## config.mk

```make
export PLATFORM = sky130hd
export DESIGN_NAME = ram_bist_master
export DESIGN_NICKNAME = d
export VERILOG_FILES = /design/src/rtl/ram_bist_master.sv
export SDC_FILE = /design/constraint.sdc
export NUM_CORES = 1
export LEC_CHECK = 0
export ABC_AREA = 1
export CAP_MARGIN = 0
export CORE_ASPECT_RATIO = 0.9
export CORE_UTILIZATION = 52
export DETAILED_ROUTE_END_ITERATION = 6
export GPL_TIMING_DRIVEN = 0
export PLACE_DENSITY = 0.84
export SLEW_MARGIN = 30
export SYNTH_ARGS = -nofsm -noshare
export SYNTH_HDL_FRONTEND = slang
export SYNTH_SLANG_ARGS = --single-unit
```

## constraint.sdc

```tcl
create_clock -name clk -period 3.3 [get_ports clk]
set_input_delay 0.33 -clock clk [delete_from_list [all_inputs] [get_ports clk]]
set_output_delay 0.33 -clock clk [all_outputs]
set_load 0.02 [all_outputs]
```

## src/rtl/ram_bist_master.sv

```systemverilog
// Self-test master for the single-port 8x8 RAM: a write pass, then a read-back pass with compare.
// Define RAM_BIST_INV_EN to add a second write/read pass that uses the inverted pattern.
module ram_bist_master #(
    parameter int unsigned   DW   = 8,
    parameter int unsigned   AW   = 3,
    parameter logic [DW-1:0] SEED = 8'd30
) (
    input  logic          clk,
    input  logic          rst_n,
    input  logic          start,
    output logic          busy,
    output logic          done,
    output logic          pass,
    output logic [AW-1:0] err_addr,
    output logic [AW+1:0] err_cnt,
    output logic          ram_cs,
    output logic          ram_we,
    output logic [AW-1:0] ram_addr,
    output logic [DW-1:0] ram_din,
    input  logic [DW-1:0] ram_dout
);

`ifdef RAM_BIST_INV_EN
    localparam bit InvEn = 1'b1;
`else
    localparam bit InvEn = 1'b0;
`endif

    localparam logic [AW-1:0] LastAddr = {AW{1'b1}};

    typedef enum logic [2:0] {StIdle, StWrite, StRead, StDrain, StDone} state_e;

    state_e          state_q;
    logic [AW-1:0]   cnt_q;
    logic            phase_q;
    logic            err_seen_q;
    logic            pipe_vld_q;
    logic [AW-1:0]   pipe_addr_q;
    logic            pipe_inv_q;
    logic [DW-1:0]   exp_data;
    logic            mismatch;
    logic [AW+1:0]   err_cnt_nxt;

    function automatic logic [DW-1:0] pattern(input logic [AW-1:0] a, input logic inv);
        logic [DW-1:0] p;
        p = SEED + DW'(a);
        return inv ? ~p : p;
    endfunction

    assign ram_addr = cnt_q;

    // Case equality so that X/Z read data is counted as a failure in simulation.
    always_comb begin
        exp_data    = pattern(pipe_addr_q, pipe_inv_q);
        mismatch    = pipe_vld_q && (ram_dout !== exp_data);
        err_cnt_nxt = mismatch ? err_cnt + (AW+2)'(1) : err_cnt;
    end

    always_ff @(posedge clk or negedge rst_n) begin
        if (!rst_n) begin
            state_q     <= StIdle;
            cnt_q       <= '0;
            phase_q     <= 1'b0;
            err_seen_q  <= 1'b0;
            pipe_vld_q  <= 1'b0;
            pipe_addr_q <= '0;
            pipe_inv_q  <= 1'b0;
            busy        <= 1'b0;
            done        <= 1'b0;
            pass        <= 1'b0;
            err_addr    <= '0;
            err_cnt     <= '0;
            ram_cs      <= 1'b0;
            ram_we      <= 1'b0;
            ram_din     <= '0;
        end else begin
            done       <= 1'b0;
            pipe_vld_q <= 1'b0;
            if (mismatch) begin
                err_cnt <= err_cnt_nxt;
                if (!err_seen_q) begin
                    err_seen_q <= 1'b1;
                    err_addr   <= pipe_addr_q;
                end
            end
            unique case (state_q)
                StIdle: begin
                    if (start) begin
                        state_q    <= StWrite;
                        busy       <= 1'b1;
                        pass       <= 1'b0;
                        err_cnt    <= '0;
                        err_addr   <= '0;
                        err_seen_q <= 1'b0;
                        cnt_q      <= '0;
                        phase_q    <= 1'b0;
                        ram_cs     <= 1'b1;
                        ram_we     <= 1'b1;
                        ram_din    <= pattern('0, 1'b0);
                    end
                end
                StWrite: begin
                    if (cnt_q == LastAddr) begin
                        state_q <= StRead;
                        cnt_q   <= '0;
                        ram_we  <= 1'b0;
                        ram_din <= '0;
                    end else begin
                        cnt_q   <= cnt_q + AW'(1);
                        ram_din <= pattern(cnt_q + AW'(1), phase_q);
                    end
                end
                StRead: begin
                    // Read data returns next cycle; remember which word it should be.
                    pipe_vld_q  <= 1'b1;
                    pipe_addr_q <= cnt_q;
                    pipe_inv_q  <= phase_q;
                    if (cnt_q == LastAddr) begin
                        cnt_q <= '0;
                        if (InvEn && !phase_q) begin
                            state_q <= StWrite;
                            phase_q <= 1'b1;
                            ram_we  <= 1'b1;
                            ram_din <= pattern('0, 1'b1);
                        end else begin
                            state_q <= StDrain;
                            ram_cs  <= 1'b0;
                        end
                    end else begin
                        cnt_q <= cnt_q + AW'(1);
                    end
                end
                StDrain: begin
                    state_q <= StDone;
                    busy    <= 1'b0;
                    done    <= 1'b1;
                    pass    <= (err_cnt_nxt == '0);
                end
                StDone: begin
                    state_q <= StIdle;
                end
                default: begin
                    state_q <= StIdle;
                end
            endcase
        end
    end

endmodule

```

==> results of run 1 <==
through the flow:
| step | setup WS [ns] | area [um2] | cells |
|---|---|---|---|
| floorplan | 1.730 | 1424 | 172 |
| global placement | 1.471 | 1779 | 232 |
| detailed placement | 1.443 | 1774 | 232 |
| CTS | 1.529 | 1877 | 240 |
| global route | 1.316 | 1877 | 240 |
| finish | 1.529 | 1877 | 240 |
how the worst max path moves through the flow:
stage | startpoint | to | cells past startpoint
after floorplan | pipe_addr_q[1] | pass | 12
after global placement | rst_n | ram_din[0] | 1
after detailed placement | ram_dout[3] | pass | 12
after CTS | pipe_addr_q[1] | pass | 13
after global routing | pipe_addr_q[2] | pass | 13
final | pipe_addr_q[1] | pass | 13
cells in the mapped netlist (all sizes together):
cell     n
a21oi    7
buf      3
conb     1
dfrtp   29
ha       5
inv     27
nand2   39
nand3   10
nand3b   1
nor2    23
nor3     3
o21a     1
o21ai   17
o22ai    2
o31ai    1
xnor2    2
flip-flops by register name, summed over array words and instances, names as in the netlist:
| register | flops |
|---|---|
| state_q | 3 |
| ram_din | 5 |
| pipe_addr_q | 3 |
| err_addr | 3 |
| pipe_vld_q | 1 |
| done | 1 |
| pass | 1 |
| ram_we | 1 |
| err_cnt | 5 |
| busy | 1 |
| err_seen_q | 1 |
| ram_cs | 1 |
| ram_addr | 3 |
logic make-up after synthesis:
group	share of synthesized area
xor+xnor	0.01234
compound gates	0.1066
buf+inv	0.08723
flops	0.5110
other cells	0.002641
fa+ha+maj	0.04405
simple gates	0.2361
where the power goes:
part	internal (mW)	switching (mW)	total [mW]
Clock	0.235	0.124	0.358
Sequential	0.499	0.113	0.612
Combinational	0.386	0.557	0.942
layout make-up:
class	count	area, um2
buffer	3	22.52
clock buffer	5	37.54
clock inverter	3	65.06
fill	212	633.1
inverter	27	101.3
multi-input combinational	113	574.3
sequential	29	725.7
tap	28	35.03
timing repair buffer	32	315.3
layer usage:
layer  routed length, um  track usage  vias to the layer above
li1                    -            -                      624
met1                1317       0.3005                      598
met2                1558       0.4353                       49
met3                 167      0.07463                        8
met4                  69      0.09756                        0
met5                   0            0                        -
==> flow_summary.rst, run 1 <==
.. list-table::
   :header-rows: 1

   * - Metric
     - Value
   * - Average footprint of a synthesized cell
     - 8.305 um2
   * - Average wire per standard cell
     - 12.97 um
   * - Cell at the slowest stage of the critical path
     - sky130_fd_sc_hd__dfrtp_1
   * - Final Routed Wirelength
     - 3112 um
   * - Ports placed on the boundary
     - 35
   * - Violations in the final reports
     - design-rule violations
   * - Cell chosen for the clock root
     - sky130_fd_sc_hd__clkbuf_4
   * - Count of buffering cells on the critical path with inverters included
     - 2
   * - Most common library cell in the layout ignoring fill and taps
     - sky130_fd_sc_hd__nand2_1
   * - Hold Path Class
     - primary input to asynchronous set/reset pin
   * - Number of levels in the clock H-tree
     - 2
   * - Post-synthesis instance area
     - 1420 um2
   * - Number of sinks handled by clock tree synthesis
     - 29
   * - Number of nets still failing antenna checks after routing
     - 0
   * - PostCTS Resize Cnt
     - 0
   * - Maximum count of clock buffers along a single path
     - 2
   * - Wire length of the first global-routing pass
     - 5520 um
   * - ANT cells
     - 0
   * - CTS Hold Bufs
     - 0
   * - Fraction of final layout cells with drive strength greater than 1
     - 0.1179
   * - Post-synthesis cell count
     - 171
   * - Critical Setup Path Class
     - flip-flop to flip-flop
   * - Pleak
     - 0.9130 nW
   * - Number of distinct library cell variants in the gate-level netlist after synthesis
     - 23
   * - Number of vias per cell after detailed routing
     - 5.329
   * - Vias post-DR
     - 1279
   * - Clock latency on the worst-skew pair
     - 0.31 ns
   * - Final Wtd Congestion
     - 0.8013
   * - Antenna violations before repair
     - 0
   * - Placement row count
     - 17
   * - Post-route DRC violation count
     - 7
   * - Startpoint of the worst-slack reg-to-reg timing path
     - pipe_addr_q[1]
   * - Peak fanout along the critical path
     - 8
   * - Transition time at the pin with the least slew margin
     - 0.6320 ns
   * - Capture instance of the worst register-to-register path
     - pass
   * - Cell type with the highest occurrence count on the critical path
     - sky130_fd_sc_hd__nand2_1
   * - Post-CTS Setup Repair Bufs
     - 0
   * - Max-Cap Viols
     - 0
   * - Worst slew margin
     - 0.5787
   * - Number of hold-slack violations in the final timing report
     - 0
   * - Worst r2r path cells
     - 13
   * - Outcome
     - finished, violations left
   * - Core Util, Final
     - 0.7478
   * - # setup viols final
     - 0
   * - R2r setup slk
     - 1.53 ns
   * - Detailed-placement wirelength estimate
     - 2314 um
   * - Worst hold slack after final layout
     - 0.02277 ns
   * - Category of cells accounting for the largest share of critical-path delay
     - simple AND/OR/NAND/NOR gates
   * - RSZ-0062 raised after global routing
     - false
   * - Share of synthesized area occupied by flip-flops and latches
     - 0.5110
   * - Initial core utilization
     - 0.5658
   * - Worst endpoint data arrival time
     - 1.98 ns
   * - Yosys top cell by area
     - sky130_fd_sc_hd__dfrtp_1
   * - Commonest cells after routing, fill and taps aside
     - sky130_fd_sc_hd__nand2_1, sky130_fd_sc_hd__clkdlybuf4s50_1, sky130_fd_sc_hd__dfrtp_1, sky130_fd_sc_hd__inv_1, sky130_fd_sc_hd__nor2_1
   * - Reg clk slew, reported paths
     - 0.09 ns
   * - Die outline area
     - 2944 um2
   * - Overall power
     - 1.913 mW
   * - Portion of synthesized cell area occupied by the leading cell type
     - 0.5110
   * - Initial DRC Count
     - 68
   * - Flops & latches, synth
     - 29
   * - Shortest period the worst path allows
     - 1.771 ns
   * - Startpoint types
     - flip-flop
   * - Category of the worst setup path capture point
     - flip-flop
   * - Die Y-Extent
     - 51.58 um
   * - First-pass iteration count of the detailed router
     - 6
   * - Period utilisation layout
     - 0.5366
   * - Largest incremental delay on the critical path
     - 0.40 ns
   * - Total routing usage reported by global routing
     - 0.2525
   * - Overflow left after global routing
     - 0
   * - Yosys synthesis warning count
     - 0
   * - Maximum number of pins on one net before global-route repair
     - 30
   * - Final setup skew
     - 0.006359 ns
   * - CP Cell Sequence
     - inv_2 -> ha_1 -> inv_1 -> nand2_1 -> nand3_1 -> nor2_1 -> nand3_2 -> nand2_4 -> nand2_1 -> o21ai_0 -> nor2_1 -> nand2_1 -> nand2_1
   * - Syn-to-layout area delta
     - 32.16%
   * - Setup TNS after final layout
     - 0 ns
   * - Required time worst endpoint
     - 3.51 ns
   * - Via count of the first global-routing pass
     - 1289
   * - Core footprint
     - 2510 um2
   * - I/O Buffers
     - 32
   * - Width of the die
     - 57.09 um
   * - Power per unit of standard cell area
     - 1019 nW/um2
   * - Max-slew violations
     - 0
   * - Area contributors post-synth
     - sky130_fd_sc_hd__dfrtp_1, sky130_fd_sc_hd__nand2_1, sky130_fd_sc_hd__inv_1, sky130_fd_sc_hd__nor2_1, sky130_fd_sc_hd__o21ai_0
   * - VDD IR-drop max
     - 581.3 uV
   * - Final-stage net count
     - 227
   * - TritonCTS clock tree
     - built
   * - Fmax
     - 564.8 MHz
   * - Number of buffers inserted during clock tree synthesis
     - 5
Power figures use the tool's default switching activity.
==> inputs of run 2 (changes only) <==
--- a/config.mk
+++ b/config.mk
@@ -8,10 +8,10 @@
 export ABC_AREA = 1
 export CAP_MARGIN = 0
 export CORE_ASPECT_RATIO = 0.9
-export CORE_UTILIZATION = 52
+export CORE_UTILIZATION = 44
 export DETAILED_ROUTE_END_ITERATION = 6
 export GPL_TIMING_DRIVEN = 0
-export PLACE_DENSITY = 0.84
+export PLACE_DENSITY = 0.75
 export SLEW_MARGIN = 30
 export SYNTH_ARGS = -nofsm -noshare
 export SYNTH_HDL_FRONTEND = slang
==> constraint.sdc (replaced) <==
create_clock -name clk -period 1.45 [get_ports clk]
set_input_delay 0.145 -clock clk [delete_from_list [all_inputs] [get_ports clk]]
set_output_delay 0.145 -clock clk [all_outputs]
set_load 0.02 [all_outputs]
==> run 2 against run 1 <==
  * The flow finishes with violations (negative setup slack)
  * Die area grew 17%
  * Cell count up 11%
  * Sequential power rose by 140%
  * Clock-buffer cell count rose by 2
  * Cell area rose by 13%
  * Register-to-register slack got worse by 1.8 ns
  * Clock skew shrank 0.0048 ns
  * Sequential share of layout area down 4.3 points
  * First-iteration DRC count increased by 24%
  * Wire length is 7.8% higher
  * Hold slack better by 0.37 ns
==> flow_summary.rst, run 2 (synthesized netlist as in run 1, its figures left out) <==
.. list-table::
   :header-rows: 1

   * - Metric
     - Value
   * - Worst endpoint data arrival time
     - 1.88 ns (-0.10 ns)
   * - Total routing usage reported by global routing
     - 0.2044 (-0.04812)
   * - Leading registers by flop count
     - err_cnt: 5 flops, ram_din: 5 flops
   * - Relative contribution of sequential cells to total power
     - 0.317 (-0.003)
   * - Overall power
     - 4.579 mW (+140%)
   * - Violations in the final reports
     - negative setup slack
   * - Instance count after placement with tap cells included
     - 246 (+6.0%)
   * - I/O Buffers
     - 32 (unchanged)
   * - Category of the worst setup path capture point
     - flip-flop
   * - Switching power total
     - 2.061 mW (+160%)
   * - Average wire per standard cell
     - 12.61 um (-2.7%)
   * - Final worst setup slack
     - -0.2301 ns (-1.759 ns)
   * - Finished Cell Area
     - 2123 um2 (+13%)
   * - Outcome
     - finished, violations left
   * - CP Cell Sequence
     - inv_2 -> ha_4 -> inv_2 -> nand2_2 -> nand3_2 -> nor2_4 -> nand3_4 -> nand2_8 -> buf_6 -> nor2_4 -> o21ai_2 -> nor2_1
   * - Final Routed Wirelength
     - 3355 um (+7.8%)
   * - Die outline area
     - 3459 um2 (+17%)
   * - Ports placed on the boundary
     - 35 (unchanged)
   * - Placed Area
     - 1847 um2 (+4.1%)
   * - Final setup skew
     - 0.001553 ns (-0.004807 ns)
   * - Core Util, Final
     - 0.6924 (-0.05539)
   * - Number of sinks handled by clock tree synthesis
     - 29 (unchanged)
   * - Final Wtd Congestion
     - 0.8473 (+5.7%)
   * - Final-stage net count
     - 240 (+5.7%)
   * - Number of buffers inserted during clock tree synthesis
     - 5 (unchanged)
   * - Cell at the slowest stage of the critical path
     - sky130_fd_sc_hd__dfrtp_1
   * - Maximum number of pins on one net before global-route repair
     - 30 (unchanged)
   * - Power per unit of standard cell area
     - 2156 nW/um2 (+110%)
   * - Core footprint
     - 3067 um2 (+22%)
   * - Cell internal pwr
     - 2.518 mW (+120%)
   * - # setup viols final
     - 10 (+10)
   * - Syn-to-layout area delta
     - 49.52%
   * - Startpoint of the worst-slack reg-to-reg timing path
     - pipe_addr_q[1]
   * - Shortest period the worst path allows
     - 1.680 ns (-0.09055 ns)
   * - Startpoint types
     - flip-flop
   * - ANT cells
     - 0 (unchanged)
   * - Net switching share of the total power
     - 0.4502 (+0.03559)
   * - Fraction of final layout cells with drive strength greater than 1
     - 0.2946 (+0.1767)
   * - Critical Setup Path Class
     - flip-flop to flip-flop
   * - TritonCTS clock tree
     - built
   * - Number of nets still failing antenna checks after routing
     - 0 (unchanged)
   * - Required time worst endpoint
     - 1.65 ns (-1.86 ns)
   * - Reg clk slew, reported paths
     - 0.08 ns (about the same)
   * - Initial core utilization
     - 0.4631 (-0.1027)
   * - Worst slew margin
     - 0.5671 (-0.01158)
   * - Hold Path Class
     - primary input to asynchronous set/reset pin
   * - Number of levels in the clock H-tree
     - 2 (unchanged)
   * - Max-Cap Viols
     - 0 (unchanged)
   * - Pleak
     - 1.076 nW (+18%)
   * - Worst r2r path cells
     - 12 (-1)
   * - Fmax
     - 595.2 MHz (+5.4%)
   * - Antenna violations before repair
     - 0 (unchanged)
   * - Filler-free cell count of the finished design
     - 266 (+11%)
   * - Critical path origin
     - pipe_addr_q[1]
   * - Largest incremental delay on the critical path
     - 0.36 ns (-0.04 ns)
   * - Transition time at the pin with the least slew margin
     - 0.6494 ns (+0.01737 ns)
   * - Period utilisation layout
     - 1.159 (+0.6221)
   * - Clock latency on the worst-skew pair
     - 0.31 ns (about the same)
   * - VDD IR-drop max
     - 1207 uV (+110%)
   * - Number of vias per cell after detailed routing
     - 4.827 (-9.4%)
   * - First-pass iteration count of the detailed router
     - 4 (-2)
   * - Width of the die
     - 61.89 um (+8.4%)
   * - R2r setup slk
     - -0.23 ns (-1.76 ns)
   * - RSZ-0062 raised after global routing
     - true
   * - Most common library cell in the layout ignoring fill and taps
     - sky130_fd_sc_hd__nand2_1
   * - Placement row count
     - 19 (+2)
   * - Wire length of the first global-routing pass
     - 5244 um (-5.0%)
   * - Peak fanout along the critical path
     - 8 (unchanged)
   * - Initial DRC Count
     - 84 (+24%)
   * - Vias post-DR
     - 1284 (+0.39%)
   * - Detailed-placement wirelength estimate
     - 2168 um (-6.3%)
   * - Commonest cells after routing, fill and taps aside
     - sky130_fd_sc_hd__nand2_1, sky130_fd_sc_hd__dfrtp_1, sky130_fd_sc_hd__inv_1, sky130_fd_sc_hd__nor2_1, sky130_fd_sc_hd__buf_4
   * - Via count of the first global-routing pass
     - 1241 (-3.7%)
   * - Proportion of power drawn by the clock network
     - 0.105 (-0.082)
   * - Number of hold-slack violations in the final timing report
     - 0 (unchanged)
   * - Die Y-Extent
     - 55.90 um (+8.4%)
   * - Max-slew violations
     - 0 (unchanged)
   * - Capture instance of the worst register-to-register path
     - err_addr[0]
   * - Cell chosen for the clock root
     - sky130_fd_sc_hd__clkbuf_4
   * - Maximum count of clock buffers along a single path
     - 2 (unchanged)
   * - Overflow left after global routing
     - 0 (unchanged)
   * - Post-route DRC violation count
     - 0 (-7)
   * - Proportion of power drawn by combinational gates
     - 0.578 (+0.085)
   * - Worst setup timing slack at the placement stage
     - -0.3004 ns (-1.743 ns)
run 2: power by group through the flow:
stage | clock network, mW | logic [mW] | registers, mW
after detailed placement | 0 | 2.24 | 1.43
after global placement | 0 | 2.17 | 1.41
after global routing | 0.527 | 2.92 | 1.50
after floorplan | 0 | 1.21 | 1.65
after CTS | 0.491 | 2.32 | 1.41
final | 0.481 | 2.65 | 1.45
run 2: critical path, delay by kind of cell (launching register included):
family	cells	cell delay, ns
compound gates	1	0.14
fa+ha+maj	1	0.27
buf+inv	3	0.20
flops	1	0.36
simple gates	7	0.62
run 2: worst max-delay path by stage:
stage	to	slack (ns)	cells past startpoint
global route	pass	-0.34	14
detailed placement	pass	-0.30	12
CTS	pass	-0.25	14
finish	err_addr[0]	-0.23	12
global placement	ram_addr[0]	-0.30	1
floorplan	pass	-0.09	13
run 2: routing by layer:
layer,track usage,up-vias,share of wire
met3,0.05581,4,0.052
li1,-,640,-
met1,0.2653,596,0.45
met2,0.3303,44,0.49
met4,0.05714,0,0.0075
met5,0,-,0
run 2: layout make-up:
type / instances / area, um2
fillers: 232 / 943.4
flip-flops and latches: 29 / 729.5
multi-input cells: 113 / 729.5
repair buffers: 45 / 421.7
inverters: 27 / 112.6
clock buffers: 7 / 55.05
well taps: 42 / 52.55
plain buffers: 3 / 22.52
run 2: metrics by stage:
| stage | setup TNS, ns | hold WS (ns) |
|---|---|---|
| final | -1.195 | 0.3888 |
| after global routing | -2.238 | 0.4660 |
| after CTS | -1.391 | 0.4040 |
| after detailed placement | -1.985 | 0.2070 |
| after global placement | -7.286 | 0.4759 |
| after floorplan | -0.2935 | -0.1506 |
run 2: what timing repair did:
item	4_1_cts	5_1_grt
setup buffers	4	8
gates resized for setup	18	34
hold buffers	1	0
hold endpoints to repair	29	0
pin swaps	10	11
setup endpoints to repair	28	25
gates cloned	0	0
